==> src/rtl/regfile_write_arbiter.sv <==
// ---------------------------------------------------------------------------
// regfile_write_arbiter
//
// Shares the single register-file write port between two writeback
// requesters: A (ALU result) and B (memory load). Each requester owns a
// one-entry holding buffer filled through a valid/ready handshake. One
// buffered entry is granted per cycle:
//   - round-robin between A and B when the buffers target different registers
//   - the older entry first when both target the same register, so two writes
//     to one register always land in program order.
// Writes to R15 (all-ones address) are steered to the PC load path instead of
// the register-file port. A per-register pending mask is exported so decode
// can detect hazards against writes still sitting in the buffers.
//
// Ports
//   i_clk        system clock, rising edge
//   i_rst_n      synchronous active-low reset
//   i_a_valid    requester A has a write
//   i_a_rd       A destination register
//   i_a_data     A write data
//   o_a_ready    A is accepted at the next edge when i_a_valid is also high
//   i_b_valid    requester B has a write
//   i_b_rd       B destination register
//   i_b_data     B write data
//   o_b_ready    B is accepted at the next edge when i_b_valid is also high
//   o_wrt_ena    register-file write enable
//   o_addrs_rd   register-file write address
//   o_wrt_data   register-file write data
//   o_pc_load    one-cycle pulse: an R15 write was granted
//   o_pc_data    value for the PC while o_pc_load is high
//   o_busy       bit i set while a buffered write to register i is pending
// ---------------------------------------------------------------------------
module regfile_write_arbiter #(
  parameter int DATA_W = 32,
  parameter int ADDR_W = 4
) (
  input  logic                     i_clk,
  input  logic                     i_rst_n,
  input  logic                     i_a_valid,
  input  logic [ADDR_W-1:0]        i_a_rd,
  input  logic [DATA_W-1:0]        i_a_data,
  output logic                     o_a_ready,
  input  logic                     i_b_valid,
  input  logic [ADDR_W-1:0]        i_b_rd,
  input  logic [DATA_W-1:0]        i_b_data,
  output logic                     o_b_ready,
  output logic                     o_wrt_ena,
  output logic [ADDR_W-1:0]        o_addrs_rd,
  output logic [DATA_W-1:0]        o_wrt_data,
  output logic                     o_pc_load,
  output logic [DATA_W-1:0]        o_pc_data,
  output logic [(1<<ADDR_W)-1:0]   o_busy
);

  localparam int NREG = 1 << ADDR_W;
  localparam logic [ADDR_W-1:0] PC_REG = '1;

  // Holding buffers
  logic              r_a_vld;
  logic [ADDR_W-1:0] r_a_rd;
  logic [DATA_W-1:0] r_a_data;
  logic              r_b_vld;
  logic [ADDR_W-1:0] r_b_rd;
  logic [DATA_W-1:0] r_b_data;

  // r_prio: 0 = A wins the next different-register contention, 1 = B wins.
  // r_b_older: 1 when the entry in buffer B was accepted before the one in A.
  logic r_prio;
  logic r_b_older;

  logic              w_grant_a;
  logic              w_grant_b;
  logic              w_load_a;
  logic              w_load_b;
  logic              w_a_stays;
  logic              w_b_stays;
  logic              w_sel_vld;
  logic [ADDR_W-1:0] w_sel_rd;
  logic [DATA_W-1:0] w_sel_data;
  logic [NREG-1:0]   w_busy;

  // Grant selection. Reset gates every grant so nothing reaches the register
  // file or the PC while reset is asserted, even if the buffers still hold
  // entries from before the reset edge.
  always_comb begin
    w_grant_a = 1'b0;
    w_grant_b = 1'b0;
    if (i_rst_n) begin
      if (r_a_vld && !r_b_vld) begin
        w_grant_a = 1'b1;
      end else if (!r_a_vld && r_b_vld) begin
        w_grant_b = 1'b1;
      end else if (r_a_vld && r_b_vld) begin
        if (r_a_rd == r_b_rd) begin
          // Same destination: program order beats fairness.
          if (r_b_older) begin
            w_grant_b = 1'b1;
          end else begin
            w_grant_a = 1'b1;
          end
        end else if (r_prio) begin
          w_grant_b = 1'b1;
        end else begin
          w_grant_a = 1'b1;
        end
      end
    end
  end

  // A buffer can be refilled in the same cycle its entry is granted, which is
  // what sustains one write per cycle per requester.
  always_comb begin
    o_a_ready = i_rst_n && (!r_a_vld || w_grant_a);
    o_b_ready = i_rst_n && (!r_b_vld || w_grant_b);
    w_load_a  = i_a_valid && o_a_ready;
    w_load_b  = i_b_valid && o_b_ready;
    w_a_stays = r_a_vld && !w_grant_a;
    w_b_stays = r_b_vld && !w_grant_b;
  end

  // Route the granted entry either to the register-file port or, for R15, to
  // the PC load path. Unused outputs are forced to zero when idle.
  always_comb begin
    w_sel_vld  = 1'b0;
    w_sel_rd   = '0;
    w_sel_data = '0;
    if (w_grant_a) begin
      w_sel_vld  = 1'b1;
      w_sel_rd   = r_a_rd;
      w_sel_data = r_a_data;
    end else if (w_grant_b) begin
      w_sel_vld  = 1'b1;
      w_sel_rd   = r_b_rd;
      w_sel_data = r_b_data;
    end

    o_wrt_ena  = w_sel_vld && (w_sel_rd != PC_REG);
    o_pc_load  = w_sel_vld && (w_sel_rd == PC_REG);
    o_addrs_rd = o_wrt_ena ? w_sel_rd   : '0;
    o_wrt_data = o_wrt_ena ? w_sel_data : '0;
    o_pc_data  = o_pc_load ? w_sel_data : '0;
  end

  // Pending mask: one-hot decode of each valid buffer's destination.
  always_comb begin
    w_busy = (NREG'(r_a_vld) << r_a_rd) | (NREG'(r_b_vld) << r_b_rd);
    o_busy = i_rst_n ? w_busy : '0;
  end

  // Buffer A: load on handshake, otherwise drain when granted.
  always_ff @(posedge i_clk) begin
    if (!i_rst_n) begin
      r_a_vld  <= 1'b0;
      r_a_rd   <= '0;
      r_a_data <= '0;
    end else if (w_load_a) begin
      r_a_vld  <= 1'b1;
      r_a_rd   <= i_a_rd;
      r_a_data <= i_a_data;
    end else if (w_grant_a) begin
      r_a_vld  <= 1'b0;
    end
  end

  // Buffer B: load on handshake, otherwise drain when granted.
  always_ff @(posedge i_clk) begin
    if (!i_rst_n) begin
      r_b_vld  <= 1'b0;
      r_b_rd   <= '0;
      r_b_data <= '0;
    end else if (w_load_b) begin
      r_b_vld  <= 1'b1;
      r_b_rd   <= i_b_rd;
      r_b_data <= i_b_data;
    end else if (w_grant_b) begin
      r_b_vld  <= 1'b0;
    end
  end

  // Round-robin pointer flips away from whichever side was just served.
  always_ff @(posedge i_clk) begin
    if (!i_rst_n) begin
      r_prio <= 1'b0;
    end else if (w_grant_a) begin
      r_prio <= 1'b1;
    end else if (w_grant_b) begin
      r_prio <= 1'b0;
    end
  end

  // Age tracking. An entry that stays in its buffer while the other side
  // loads is older than the newcomer. When both load on the same edge A is
  // treated as older. When only one buffer ends up occupied the flag is
  // irrelevant and simply holds.
  always_ff @(posedge i_clk) begin
    if (!i_rst_n) begin
      r_b_older <= 1'b0;
    end else if (w_load_a && w_load_b) begin
      r_b_older <= 1'b0;
    end else if (w_load_a && w_b_stays) begin
      r_b_older <= 1'b1;
    end else if (w_load_b && w_a_stays) begin
      r_b_older <= 1'b0;
    end
  end

endmodule

==> config.mk <==
export PLATFORM = sky130hd
export DESIGN_NAME = regfile_write_arbiter
export DESIGN_NICKNAME = d
export VERILOG_FILES = /design/src/rtl/regfile_write_arbiter.sv
export SDC_FILE = /design/constraint.sdc
export NUM_CORES = 1
export LEC_CHECK = 0
export CORE_UTILIZATION = 30
export DETAILED_ROUTE_END_ITERATION = 10
export GPL_TIMING_DRIVEN = 0
export PLACE_DENSITY = 0.59
export SYNTH_ARGS = -nofsm -noshare
export SYNTH_HDL_FRONTEND = slang
export SYNTH_SLANG_ARGS = --single-unit
export TNS_END_PERCENT = 50
==> constraint.sdc <==
create_clock -name i_clk -period 2.9 [get_ports i_clk]
set_input_delay 0.29 -clock i_clk [delete_from_list [all_inputs] [get_ports i_clk]]
set_output_delay 0.29 -clock i_clk [all_outputs]
set_load 0.02 [all_outputs]
==> impl_metrics.sql <==
INSERT INTO impl_metrics (metric_group, metric, value, unit) VALUES
('setup_path', 'critical_path_arrival', '2.54', 'ns'),
('power', 'power_per_cell_area', '475', 'nW/um2'),
('cts', 'cts_root_buf', 'clkbuf_16', ''),
('final_layout', 'antennaDiodeCount', '0', ''),
('route', 'route.vias.total', '4251', ''),
('sta', 'fin_hold_ws', '0.464', 'ns'),
('global_routing', 'grt_max_degree', '15', ''),
('setup_path', 'timing.critical_path.required', '2.61', 'ns'),
('sta', 'final_max_slew_viol_count', '0', ''),
('route', 'wl_per_cell', '14.7', 'um'),
('placed_design', 'post-place-cells', '873', ''),
('route', 'final_wirelength', '13.2', 'mm'),
('cts', 'worst_setup_hold_path_clk_slew', '0.06', 'ns'),
('setup_path', 'worstPathCellList', 'buf_6 > xor2_2 > nor4_4 > buf_4 > a211oi_4 > buf_4 > buf_4 > a22oi_1 > nor2_1 > dlygate4sd2_1', ''),
('sta', 'final.setup.tns', '0', 'ns'),
('sta', 'max-slew-margin-rel', '65.4', '%'),
('power', 'vdd.ir_drop.worst', '224', 'uV'),
('cts', 'clockBufferDepth', '2', ''),
('sta', 'rsz_0062_raised_after_global_routing', 'true', ''),
('synthesis', 'synth_sequential_area_ratio', '36.3', '%'),
('synthesis', 'synth_enable_flop_cells', '0', ''),
('synthesis', 'synth_async_sr_flop_share', '0', '%'),
('sta', 'timing_worst_slew_pin_value', '0.518', 'ns'),
('cts', 'worst_skew_pair.late_latency', '0.33', 'ns'),
('synthesis', 'synth.distinct_cells', '43', ''),
('synthesis', 'synth-seq-cells', '76', ''),
('synthesis', 'postSynthNetCount', '610', ''),
('power', 'combinationalPowerShare', '22.5', '%'),
('global_routing', 'first_global_vias', '4202', ''),
('global_routing', 'grt_usage', '18.3', '%'),
('placed_design', 'portBuffers', '163', ''),
('final_layout', 'most_common_cell_after_layout_fill_and_taps_aside', 'clkdlybuf4s50_1', ''),
('placed_design', 'routabilityCongestion', '0.848', ''),
('route', 'vias_per_cell', '4.74', ''),
('power', 'cellLeakagePower', '2.89', 'nW'),
('floorplanning', 'initial_utilization', '31.2', '%'),
('sta', 'timing.final.crit_share', '97.7', '%'),
('synthesis', 'syn_area', '4200', 'um2'),
('hold_path', 'hold_start', 'r_a_data[2]$_SDFFE_PN0P_', ''),
('global_routing', 'grt_remaining_overflow', '0', ''),
('floorplanning', 'top_level_ports', '164', ''),
('route', 'drcViolationCount', '0', ''),
('setup_path', 'r2r.worst_path.cells', '9', ''),
('hold_path', 'timing.hold.worst_path_depth', '2', ''),
('setup_path', 'timing.rr.start', 'r_b_rd[1]$_SDFFE_PN0N_', ''),
('power', 'power.share.clock', '36.2', '%'),
('final_layout', 'area_delta_synth_final', '47.2', '%'),
('global_routing', 'grt_first_pass_wirelength', '20.9', 'mm'),
('cts', 'hold_buffers', '0', ''),
('sta', 'setup_viol', '0', ''),
('sta', 'post-route-worst-setup-slack', '0.0659', 'ns'),
('global_routing', 'number_of_antenna_violations_at_the_first_check_in_global_routing', '0', ''),
('floorplanning', 'die_w', '120', 'um'),
('hold_path', 'holdPathEnd', 'r_a_data[2]$_SDFFE_PN0P_', ''),
('final_layout', 'final_net_count', '791', ''),
('sta', 'max_freq', '353', 'MHz'),
('floorplanning', 'die-height', '120', 'um'),
('setup_path', 'critical_path.slowest_cell', 'nor4_4', ''),
('floorplanning', 'placeableCoreArea', '13500', 'um2'),
('power', 'internal_power', '0.00206', 'W'),
('outcome', 'result_of_the_run', 'complete, no violations', ''),
('placed_design', 'post-place-ws', '-0.703', 'ns'),
('hold_path', 'min_path_type', 'flop to flop', ''),
('synthesis', 'synth_warnings', '0', ''),
('final_layout', 'layout.cells.non_filler', '896', ''),
('setup_path', 'slowest_delay', '0.39', 'ns'),
('route', 'firstDrtPassIters', '4', ''),
('final_layout', 'final_cell_mix', 'clkdlybuf4s50_1 (83), nor2_1 (76), dfxtp_1 (73)', ''),
('setup_path', 'reg2reg_slack', '0.41', 'ns'),
('setup_path', 'worst_setup_path_start_kind', 'flop', ''),
('sta', 'hold_violations', '0', '');
-- layer usage --
| layer | wire [um] | part of all wire [%] | up-vias | GRT usage [%] |
|---|---|---|---|---|
| li1 | - | - | 2128 | - |
| met3 | 830 | 6.3 | 21 | 3.82 |
| met5 | 0 | 0 | - | 0 |
| met4 | 253 | 1.9 | 0 | 6.25 |
| met2 | 6290 | 48 | 143 | 31.4 |
| met1 | 5820 | 44 | 1959 | 22.7 |
-- power by group through the flow --
stage          Combinational (W)  Sequential, W  Clock [W]
2_1_floorplan           0.000398        0.00121          0
3_3_place_gp            0.000645        0.00123          0
3_5_place_dp            0.000654        0.00123          0
4_1_cts                 0.000670        0.00121    0.00109
5_1_grt                 0.000719        0.00122    0.00114
6_report                0.000660        0.00121    0.00106
-- layout make-up --
| class | instances | area, um2 |
|---|---|---|
| inverter | 74 | 283 |
| tap | 176 | 220 |
| buffer | 40 | 245 |
| fill | 1402 | 7280 |
| clock buffer | 10 | 239 |
| sequential | 76 | 1530 |
| timing repair buffer | 170 | 1410 |
| clock inverter | 6 | 46.3 |
| multi-input combinational | 344 | 2200 |
-- flip-flops by register name, indices dropped and copies added (netlist names) --
| register | flops |
|---|---|
| r_a_rd | 4 |
| r_a_data | 32 |
| r_b_data | 32 |
| r_b_vld | 1 |
| r_prio | 1 |
| r_b_older | 1 |
| r_a_vld | 1 |
| r_b_rd | 4 |
-- synth_stat cells, types with 4 or more instances --
cell,n,share of area (%)
a22oi_1,7,1.3
a22oi_2,27,8.1
and2_1,5,0.75
buf_2,10,1.2
buf_6,7,1.9
clkbuf_1,18,1.6
dfxtp_1,76,36
inv_1,72,6.4
mux2i_1,37,8.8
nand2_1,53,4.7
nand3_1,41,4.9
nand3b_1,4,0.72
nor2_1,76,6.8
o21ai_0,12,1.4
o21ai_1,24,2.9
o22a_1,5,1.0
o22ai_1,12,1.8
-- worst max path at each step --
stage                                      start  slack (ns)        endpoint
after detailed placement                 i_rst_n       -0.70  o_wrt_data[10]
after global placement                   i_rst_n       -0.74   o_wrt_data[8]
after global routing      r_b_rd[1]$_SDFFE_PN0N_       -0.05    o_pc_data[1]
final                     r_b_rd[1]$_SDFFE_PN0N_        0.07    o_pc_data[0]
after CTS                 r_b_rd[0]$_SDFFE_PN0N_      -0.006    o_pc_data[3]
after floorplan           r_b_rd[0]$_SDFFE_PN0N_        0.41   o_pc_data[13]
-- through the flow --
stage	utilization (%)	power (W)	instance area (um2)
finish	45.9	0.00293	6170
global route	45.9	0.00308	6170
CTS	47.3	0.00297	6360
detailed placement	44.9	0.00189	6050
global placement	44.9	0.00187	6050
floorplan	-	0.00161	4200
-- repair_timing --
action	in CTS	in global routing
pin swaps	2	1
resized for setup	92	131
endpoints found under the setup margin	83	77
setup buffers	7	0
-- critical path, delay by kind of cell, from the launching register on --
kind                   cells  cell delay [ns]
flip-flops                 1             0.31
AO/OA/AOI/OAI              2             0.24
AND/OR/NAND/NOR            2             0.49
buffers and inverters      5             0.98
XOR/XNOR                   1             0.19
-- logic make-up after synthesis --
logic type / count (synthesis) / share of synthesized area, %
XOR/XNOR: 4 / 1.01
buffers and inverters: 114 / 12.0
multiplexers: 39 / 9.51
flip-flops: 76 / 36.3
AND/OR/NAND/NOR: 200 / 21.9
AO/OA/AOI/OAI: 101 / 19.3
No activity file was read; power rests on OpenSTA's default activity.
